`config.mk`:
```
export PLATFORM = sky130hd
export DESIGN_NAME = exception_sequencer_flat
export DESIGN_NICKNAME = d
export VERILOG_FILES = /design/src/rtl/exception_sequencer_if.sv /design/src/rtl/exception_sequencer.sv /design/src/flat_wrapper.sv
export SDC_FILE = /design/constraint.sdc
export NUM_CORES = 1
export LEC_CHECK = 0
export ABC_CLOCK_PERIOD_IN_PS = 2800
export CAP_MARGIN = 30
export CORE_ASPECT_RATIO = 1.75
export CORE_MARGIN = 2
export CORE_UTILIZATION = 30
export CTS_BUF_LIST = sky130_fd_sc_hd__clkbuf_4
export DETAILED_ROUTE_END_ITERATION = 16
export HOLD_SLACK_MARGIN = 0.05
export SYNTH_ARGS = -nofsm -noshare
export SYNTH_HDL_FRONTEND = slang
export SYNTH_SLANG_ARGS = --single-unit
```
`constraint.sdc`:
```
create_clock -name clk -period 2.8 [get_ports clk]
set_input_delay 0.42 -clock clk [delete_from_list [all_inputs] [get_ports clk]]
set_output_delay 0.42 -clock clk [all_outputs]
set_load 0.05 [all_outputs]
```
`src/rtl/exception_sequencer_if.sv`:
```
// Purpose: groups the MEM-stage event inputs, the CP0 snapshot and the CP0-write/redirect outputs of the sequencer.
// Latency: none, wiring only.
// Backpressure: none here; the sequencer's stall output holds the pipeline.
interface exception_sequencer_if #(
  parameter int WIDTH = 32
);
  logic             inst_valid;
  logic             exc_valid;
  logic [4:0]       exc_code;
  logic [WIDTH-1:0] exc_pc;
  logic             exc_bd;
  logic             exc_has_badv;
  logic [WIDTH-1:0] exc_badvaddr;
  logic             eret;
  logic [5:0]       hw_int;
  logic [WIDTH-1:0] status_in;
  logic [WIDTH-1:0] cause_in;
  logic [WIDTH-1:0] epc_in;
  logic             cp0_we;
  logic [4:0]       cp0_waddr;
  logic [WIDTH-1:0] cp0_wdata;
  logic             stall;
  logic             flush;
  logic             redirect_valid;
  logic [WIDTH-1:0] redirect_pc;

  // Pipeline / CP0 side: presents events and register values, consumes writes and redirects.
  modport master (
    output inst_valid, exc_valid, exc_code, exc_pc, exc_bd, exc_has_badv, exc_badvaddr,
    output eret, hw_int, status_in, cause_in, epc_in,
    input  cp0_we, cp0_waddr, cp0_wdata, stall, flush, redirect_valid, redirect_pc
  );

  // Sequencer side.
  modport slave (
    input  inst_valid, exc_valid, exc_code, exc_pc, exc_bd, exc_has_badv, exc_badvaddr,
    input  eret, hw_int, status_in, cause_in, epc_in,
    output cp0_we, cp0_waddr, cp0_wdata, stall, flush, redirect_valid, redirect_pc
  );
endinterface

```
`src/rtl/exception_sequencer.sv`:
```
// Purpose: arbitrates interrupt > exception > ERET and sequences CP0 writes (one per cycle), then flushes and redirects.
// Latency: redirect 5 cycles after accept (BadVAddr), 4 (plain), one fewer with EXL already set; ERET 2 cycles.
// Backpressure: stall is held while not IDLE; events presented meanwhile are ignored and must be re-presented.
module exception_sequencer #(
  parameter int               WIDTH      = 32,
  parameter logic [WIDTH-1:0] EXC_VECTOR = 32'hBFC00380
) (
  input  logic clk,
  input  logic rst,
  exception_sequencer_if.slave bus
);

  typedef enum logic [2:0] {
    IDLE,
    W_BADV,
    W_EPC,
    W_CAUSE,
    W_STATUS,
    E_STATUS,
    REDIRECT
  } state_t;

  state_t state, state_nxt;

  logic [4:0]       code_q;
  logic [WIDTH-1:0] pc_q;       // faulting PC, or the EPC target on ERET
  logic             bd_q;
  logic             has_badv_q;
  logic [WIDTH-1:0] badv_q;
  logic             exl_q;      // EXL was already set: keep the existing EPC
  logic             eret_q;

  logic [7:0] ip;
  logic       int_pend;
  logic       acc_int;
  logic       acc_exc;
  logic       acc_eret;
  logic       idle;

  // Pending-interrupt detection and event arbitration (only meaningful in IDLE).
  always_comb begin
    ip       = {bus.hw_int, bus.cause_in[9:8]};
    int_pend = (|(ip & bus.status_in[15:8])) & bus.status_in[0] & ~bus.status_in[1];
    idle     = (state == IDLE);
    acc_int  = idle & int_pend & bus.inst_valid;
    acc_exc  = idle & bus.exc_valid & bus.inst_valid & ~acc_int;
    acc_eret = idle & bus.eret & bus.inst_valid & ~bus.exc_valid & ~acc_int;
  end

  // State register.
  always_ff @(posedge clk) begin
    if (rst) state <= IDLE;
    else     state <= state_nxt;
  end

  // Capture the accepted event so the sequence is independent of later MEM contents.
  always_ff @(posedge clk) begin
    if (rst) begin
      code_q     <= '0;
      pc_q       <= '0;
      bd_q       <= 1'b0;
      has_badv_q <= 1'b0;
      badv_q     <= '0;
      exl_q      <= 1'b0;
      eret_q     <= 1'b0;
    end else if (acc_int || acc_exc || acc_eret) begin
      code_q     <= acc_exc ? bus.exc_code : 5'd0;
      pc_q       <= acc_eret ? bus.epc_in : bus.exc_pc;
      bd_q       <= acc_eret ? 1'b0 : bus.exc_bd;
      has_badv_q <= acc_exc & bus.exc_has_badv;
      badv_q     <= acc_exc ? bus.exc_badvaddr : '0;
      exl_q      <= acc_exc & bus.status_in[1];
      eret_q     <= acc_eret;
    end
  end

  // Next-state and per-state CP0 write / redirect outputs.
  always_comb begin
    state_nxt          = state;
    bus.cp0_we         = 1'b0;
    bus.cp0_waddr      = 5'd0;
    bus.cp0_wdata      = '0;
    bus.stall          = (state != IDLE);
    bus.flush          = 1'b0;
    bus.redirect_valid = 1'b0;
    bus.redirect_pc    = '0;
    case (state)
      IDLE: begin
        if (acc_int) begin
          state_nxt = W_EPC;
        end else if (acc_exc) begin
          if (bus.exc_has_badv)      state_nxt = W_BADV;
          else if (bus.status_in[1]) state_nxt = W_CAUSE;
          else                       state_nxt = W_EPC;
        end else if (acc_eret) begin
          state_nxt = E_STATUS;
        end
      end
      W_BADV: begin
        bus.cp0_we    = 1'b1;
        bus.cp0_waddr = 5'd8;
        bus.cp0_wdata = badv_q;
        state_nxt     = exl_q ? W_CAUSE : W_EPC;
      end
      W_EPC: begin
        bus.cp0_we    = 1'b1;
        bus.cp0_waddr = 5'd14;
        bus.cp0_wdata = bd_q ? (pc_q - WIDTH'(4)) : pc_q;
        state_nxt     = W_CAUSE;
      end
      W_CAUSE: begin
        bus.cp0_we        = 1'b1;
        bus.cp0_waddr     = 5'd13;
        bus.cp0_wdata     = bus.cause_in;
        bus.cp0_wdata[31] = bd_q;
        bus.cp0_wdata[6:2] = code_q;
        state_nxt         = W_STATUS;
      end
      W_STATUS: begin
        bus.cp0_we       = 1'b1;
        bus.cp0_waddr    = 5'd12;
        bus.cp0_wdata    = bus.status_in;
        bus.cp0_wdata[1] = 1'b1;
        state_nxt        = REDIRECT;
      end
      E_STATUS: begin
        bus.cp0_we       = 1'b1;
        bus.cp0_waddr    = 5'd12;
        bus.cp0_wdata    = bus.status_in;
        bus.cp0_wdata[1] = 1'b0;
        state_nxt        = REDIRECT;
      end
      REDIRECT: begin
        bus.flush          = 1'b1;
        bus.redirect_valid = 1'b1;
        bus.redirect_pc    = eret_q ? pc_q : EXC_VECTOR;
        state_nxt          = IDLE;
      end
      default: begin
        state_nxt = IDLE;
      end
    endcase
  end

endmodule

```
`src/flat_wrapper.sv`:
```
// flat-port wrapper written by rule: the top's interface ports become plain ports
module exception_sequencer_flat 
#(
  parameter int               WIDTH      = 32,
  parameter logic [WIDTH-1:0] EXC_VECTOR = 32'hBFC00380
)
  (clk, rst, bus_inst_valid, bus_exc_valid, bus_exc_code, bus_exc_pc, bus_exc_bd, bus_exc_has_badv, bus_exc_badvaddr, bus_eret, bus_hw_int, bus_status_in, bus_cause_in, bus_epc_in, bus_cp0_we, bus_cp0_waddr, bus_cp0_wdata, bus_stall, bus_flush, bus_redirect_valid, bus_redirect_pc);
  exception_sequencer_if #(.WIDTH(WIDTH)) bus_i ();
  input  logic clk;
  input  logic rst;
  input wire logic [$bits(bus_i.inst_valid)-1:0] bus_inst_valid;
  input wire logic [$bits(bus_i.exc_valid)-1:0] bus_exc_valid;
  input wire logic [$bits(bus_i.exc_code)-1:0] bus_exc_code;
  input wire logic [$bits(bus_i.exc_pc)-1:0] bus_exc_pc;
  input wire logic [$bits(bus_i.exc_bd)-1:0] bus_exc_bd;
  input wire logic [$bits(bus_i.exc_has_badv)-1:0] bus_exc_has_badv;
  input wire logic [$bits(bus_i.exc_badvaddr)-1:0] bus_exc_badvaddr;
  input wire logic [$bits(bus_i.eret)-1:0] bus_eret;
  input wire logic [$bits(bus_i.hw_int)-1:0] bus_hw_int;
  input wire logic [$bits(bus_i.status_in)-1:0] bus_status_in;
  input wire logic [$bits(bus_i.cause_in)-1:0] bus_cause_in;
  input wire logic [$bits(bus_i.epc_in)-1:0] bus_epc_in;
  output wire logic [$bits(bus_i.cp0_we)-1:0] bus_cp0_we;
  output wire logic [$bits(bus_i.cp0_waddr)-1:0] bus_cp0_waddr;
  output wire logic [$bits(bus_i.cp0_wdata)-1:0] bus_cp0_wdata;
  output wire logic [$bits(bus_i.stall)-1:0] bus_stall;
  output wire logic [$bits(bus_i.flush)-1:0] bus_flush;
  output wire logic [$bits(bus_i.redirect_valid)-1:0] bus_redirect_valid;
  output wire logic [$bits(bus_i.redirect_pc)-1:0] bus_redirect_pc;
  assign bus_i.inst_valid = bus_inst_valid;
  assign bus_i.exc_valid = bus_exc_valid;
  assign bus_i.exc_code = bus_exc_code;
  assign bus_i.exc_pc = bus_exc_pc;
  assign bus_i.exc_bd = bus_exc_bd;
  assign bus_i.exc_has_badv = bus_exc_has_badv;
  assign bus_i.exc_badvaddr = bus_exc_badvaddr;
  assign bus_i.eret = bus_eret;
  assign bus_i.hw_int = bus_hw_int;
  assign bus_i.status_in = bus_status_in;
  assign bus_i.cause_in = bus_cause_in;
  assign bus_i.epc_in = bus_epc_in;
  assign bus_cp0_we = bus_i.cp0_we;
  assign bus_cp0_waddr = bus_i.cp0_waddr;
  assign bus_cp0_wdata = bus_i.cp0_wdata;
  assign bus_stall = bus_i.stall;
  assign bus_flush = bus_i.flush;
  assign bus_redirect_valid = bus_i.redirect_valid;
  assign bus_redirect_pc = bus_i.redirect_pc;
  exception_sequencer #(.WIDTH(WIDTH), .EXC_VECTOR(EXC_VECTOR)) u_core (.clk(clk), .rst(rst), .bus(bus_i));
endmodule
```
==> Implementation_results.wiki <==
{| class="wikitable"
! Metric !! Value
|-
| Mean routed wirelength per cell || 20.4 um
|-
| Slowest cell on the critical path || sky130_fd_sc_hd__or4_4
|-
| Status || complete, but fails checks
|-
| Capturing element type of the critical path || primary output
|-
| WP data required || 2.38 ns
|-
| Number of distinct library cells after synthesis || 51
|-
| Largest driver fanout on the critical path || 5
|-
| Area growth from synthesis to layout || 89.1%
|-
| Tightest Hold Check Type || primary input to flip-flop
|-
| Global routing usage on met3 || 4.82%
|-
| Die Area || 16,500 um2
|-
| Post-CTS Hold Fix Bufs || 0
|-
| DR DRC count || 0
|-
| Vias after detailed routing || 5,615
|-
| Highest cell delay on the worst timing path || 0.55 ns
|-
| Number of H-tree levels || 3
|-
| Cell with the most instances after synthesis || sky130_fd_sc_hd__nor2_1
|-
| Num ports || 251
|-
| Cell-by-cell listing of the critical path || or4_4 > or4_4 > nor4_2 > xnor2_1 > o21ai_2 > buf_12
|-
| Tmin final || 3.10 ns
|-
| Share of the yosys chip area belonging to registers || 32.5%
|-
| Number of clock buffers inserted by TritonCTS || 9
|-
| First-pass GRT wire length || 32,100 um
|-
| FILL cells || 1,372
|-
| Clock slew at reported path FFs || 0.13 ns
|-
| CTS tree || done
|-
| Count of routing violations after the opening detailed-route iteration || 282
|-
| Area of the multi-input gates || 3320 um2
|-
| Cell chosen for the clock root || sky130_fd_sc_hd__clkbuf_4
|-
| Critical path buffer and inverter count || 1
|-
| Number of flops mapped to enable cells by yosys || 0
|-
| Kind of critical path || flip-flop to primary output
|-
| Starting Density || 30.3%
|-
| Proportion of register bits with asynchronous set or reset after synthesis || 0%
|-
| Total routing resource utilization after global routing || 24.8%
|-
| Leakage power || 3.17 nW
|-
| Number of global-route vias before repair || 5,806
|-
| Met2 usage || 45.4%
|-
| Proportion of netlist area held by the largest area contributor || 32.5%
|-
| Overall overflow remaining after global route || 0
|-
| Register area || 1520 um2
|-
| Iteration count of the initial detailed-routing pass || 5
|-
| Pins over their slew limit || 0
|-
| Count of buffers inserted at the top-level ports || 243
|-
| Biggest area consumer among synthesized cells || sky130_fd_sc_hd__dfxtp_1
|-
| Post-synthesis net count || 769
|-
| Cell occurring most often along the worst timing path || sky130_fd_sc_hd__or4_4
|-
| Worst vdd ir || 0.372 mV
|-
| Final setup violation count || 12
|-
| RSZ-0062 raised after global routing || yes
|-
| Cell types with the largest area share after synthesis || sky130_fd_sc_hd__dfxtp_1 (32%), sky130_fd_sc_hd__nor2_1 (8.4%), sky130_fd_sc_hd__a22oi_1 (7.5%)
|-
| Kind of cell adding the most delay to the critical path || simple AND/OR/NAND/NOR gates
|-
| Setup slack at placement || 0.163 ns
|-
| Die height || 168 um
|-
| CTS Sinks || 75
|-
| Actual slew at the worst max-slew pin || 0.635 ns
|-
| Slack of the critical path || -0.305 ns
|-
| Largest net degree at the start of global routing || 37
|-
| Chip width || 97.8 um
|-
| Setup_tns || -2.07 ns
|-
| Row count || 60
|-
| Top Usage Layer GRT || met2
|-
| Upper clock frequency limit || 0.322 GHz
|-
| DP Wirelength || 15,800 um
|-
| Latest clock arrival within the worst-skew pair || 0.44 ns
|-
| Post-synthesis instance total || 590
|-
| Share of layout cells above drive strength 1 || 26.3%
|-
| Type of element launching the critical path || flip-flop
|-
| Synth Flop Type || sky130_fd_sc_hd__dfxtp_1
|-
| Fin Clk Skew || 0.0194 ns
|-
| Synth Warn # || 0
|-
| Synth Register Bits || 75
|-
| Number of antenna violations at the first check in global routing || 1
|-
| Global routing usage on met1 || 27.7%
|-
| Number of max-cap violations || 0
|-
| Most frequent cells after synthesis || sky130_fd_sc_hd__nor2_1 (104), sky130_fd_sc_hd__dfxtp_1 (75), sky130_fd_sc_hd__a22oi_1 (46)
|-
| Final hold violation count || 0
|-
| Arrival time at the worst endpoint || 2.68 ns
|-
| Nets@finish || 1,026
|-
| Violations in the final reports || setup timing
|-
| Relative slew margins || 57.6%
|-
| PD cells || 843 nW/um2
|-
| Number of buffers on the longest clock path || 2
|-
| Final Wtd Congestion || 0.836
|-
| Post-detailed-routing wire length || 21,200 um
|-
| Per-instance average area after synthesis || 7.83 um2
|-
| Std-Cell Core Area || 15,200 um2
|-
| Vias per cell || 5.40
|-
| Ratio of final minimum period to clock period || 111%
|-
| Area of the mapped netlist || 4620 um2
|-
| Post-detailed-route count of antenna-violating nets || 0
|}
==> sequential cells by signal (all words and copies together) (netlist names) <==
| name | count |
|---|---|
| u_core.badv_q | 32 |
| u_core.bd_q | 1 |
| u_core.code_q | 5 |
| u_core.eret_q | 1 |
| u_core.exl_q | 1 |
| u_core.pc_q | 32 |
| u_core.state | 3 |
==> stage by stage <==
step                std cells  cell area [um2]  hold WS (ns)  power [W]  util, %
floorplan                 590             4680         0.460    0.00408        -
global placement         1004             8000         0.474    0.00587     52.5
detailed placement       1006             8040         0.488    0.00596     52.8
CTS                      1033             8510         0.462    0.00710     55.9
global route             1039             8740         0.452    0.00773     57.3
finish                   1039             8740         0.483    0.00737     57.3
==> worst paths after layout <==
kind | end | cells past startpoint | slack, ns | startpoint
setup / recovery | bus_cp0_wdata[29] | 6 | -0.30 | u_core.pc_q[15]
hold / removal | u_core.badv_q[22] | 2 | 0.48 | rst
setup reg to reg | u_core.pc_q[12] | 7 | 0.66 | u_core.state[2]
hold reg to reg | u_core.badv_q[12] | 2 | 0.51 | u_core.badv_q[12]
==> layer usage <==
metal	wire, um	up-vias
met4	655	0
met5	0	-
met2	11500	221
li1	-	2675
met1	7890	2683
met3	1120	36
==> placed cells by master, fill, tap and decap left out, drive strengths merged, types with 3 or more instances in the layout <==
| cell | instances |
|---|---|
| clkdlybuf4s50 | 174 |
| buf | 123 |
| nor2 | 104 |
| dfxtp | 75 |
| a22oi | 46 |
| a211oi | 33 |
| o22ai | 32 |
| a21oi | 30 |
| o21ai | 29 |
| mux2i | 25 |
| nand2 | 23 |
| and2 | 21 |
| xnor2 | 20 |
| o21a | 13 |
| nor3 | 12 |
| clkbuf | 9 |
| xor2 | 9 |
| nor4 | 8 |
| mux2 | 6 |
| nor2b | 6 |
| o221ai | 6 |
| inv | 5 |
| or4 | 5 |
| clkinvlp | 4 |
| nand4 | 4 |
| or3 | 4 |
| nor4b | 3 |
==> kinds of logic after synthesis <==
logic type	synth area share, %
AO/OA/AOI/OAI	28.2
XOR/XNOR	5.50
adder cells (fa/ha/maj)	0.271
buffers and inverters	5.50
flip-flops	32.5
multiplexers	6.88
other	0.0812
AND/OR/NAND/NOR	21.1
==> what timing repair did <==
action                     4_1_cts  5_1_grt
pin swaps                       12       23
gates resized for setup         46       33
setup buffers                    9        5
cloned                           2        0
setup endpoints to repair       50       41
==> report_power, final <==
group          leakage, nW  switching (W)  total [W]  internal, W
clock network       0.0779       0.000412   0.000770     0.000358
logic                 2.47        0.00277    0.00494      0.00216
registers            0.617       0.000342    0.00166      0.00132
==> final cells by class <==
class | count | area share [%]
Clock buffer | 9 | 0.773
Sequential cell | 75 | 17.4
Antenna cell | 1 | 0.0286
Tap cell | 186 | 2.66
Timing Repair Buffer | 298 | 39.8
Multi-Input combinational cell | 457 | 38.0
Inverter | 6 | 0.301
Clock inverter | 7 | 1.06
Note: power is estimated with default switching activity, not from simulation.
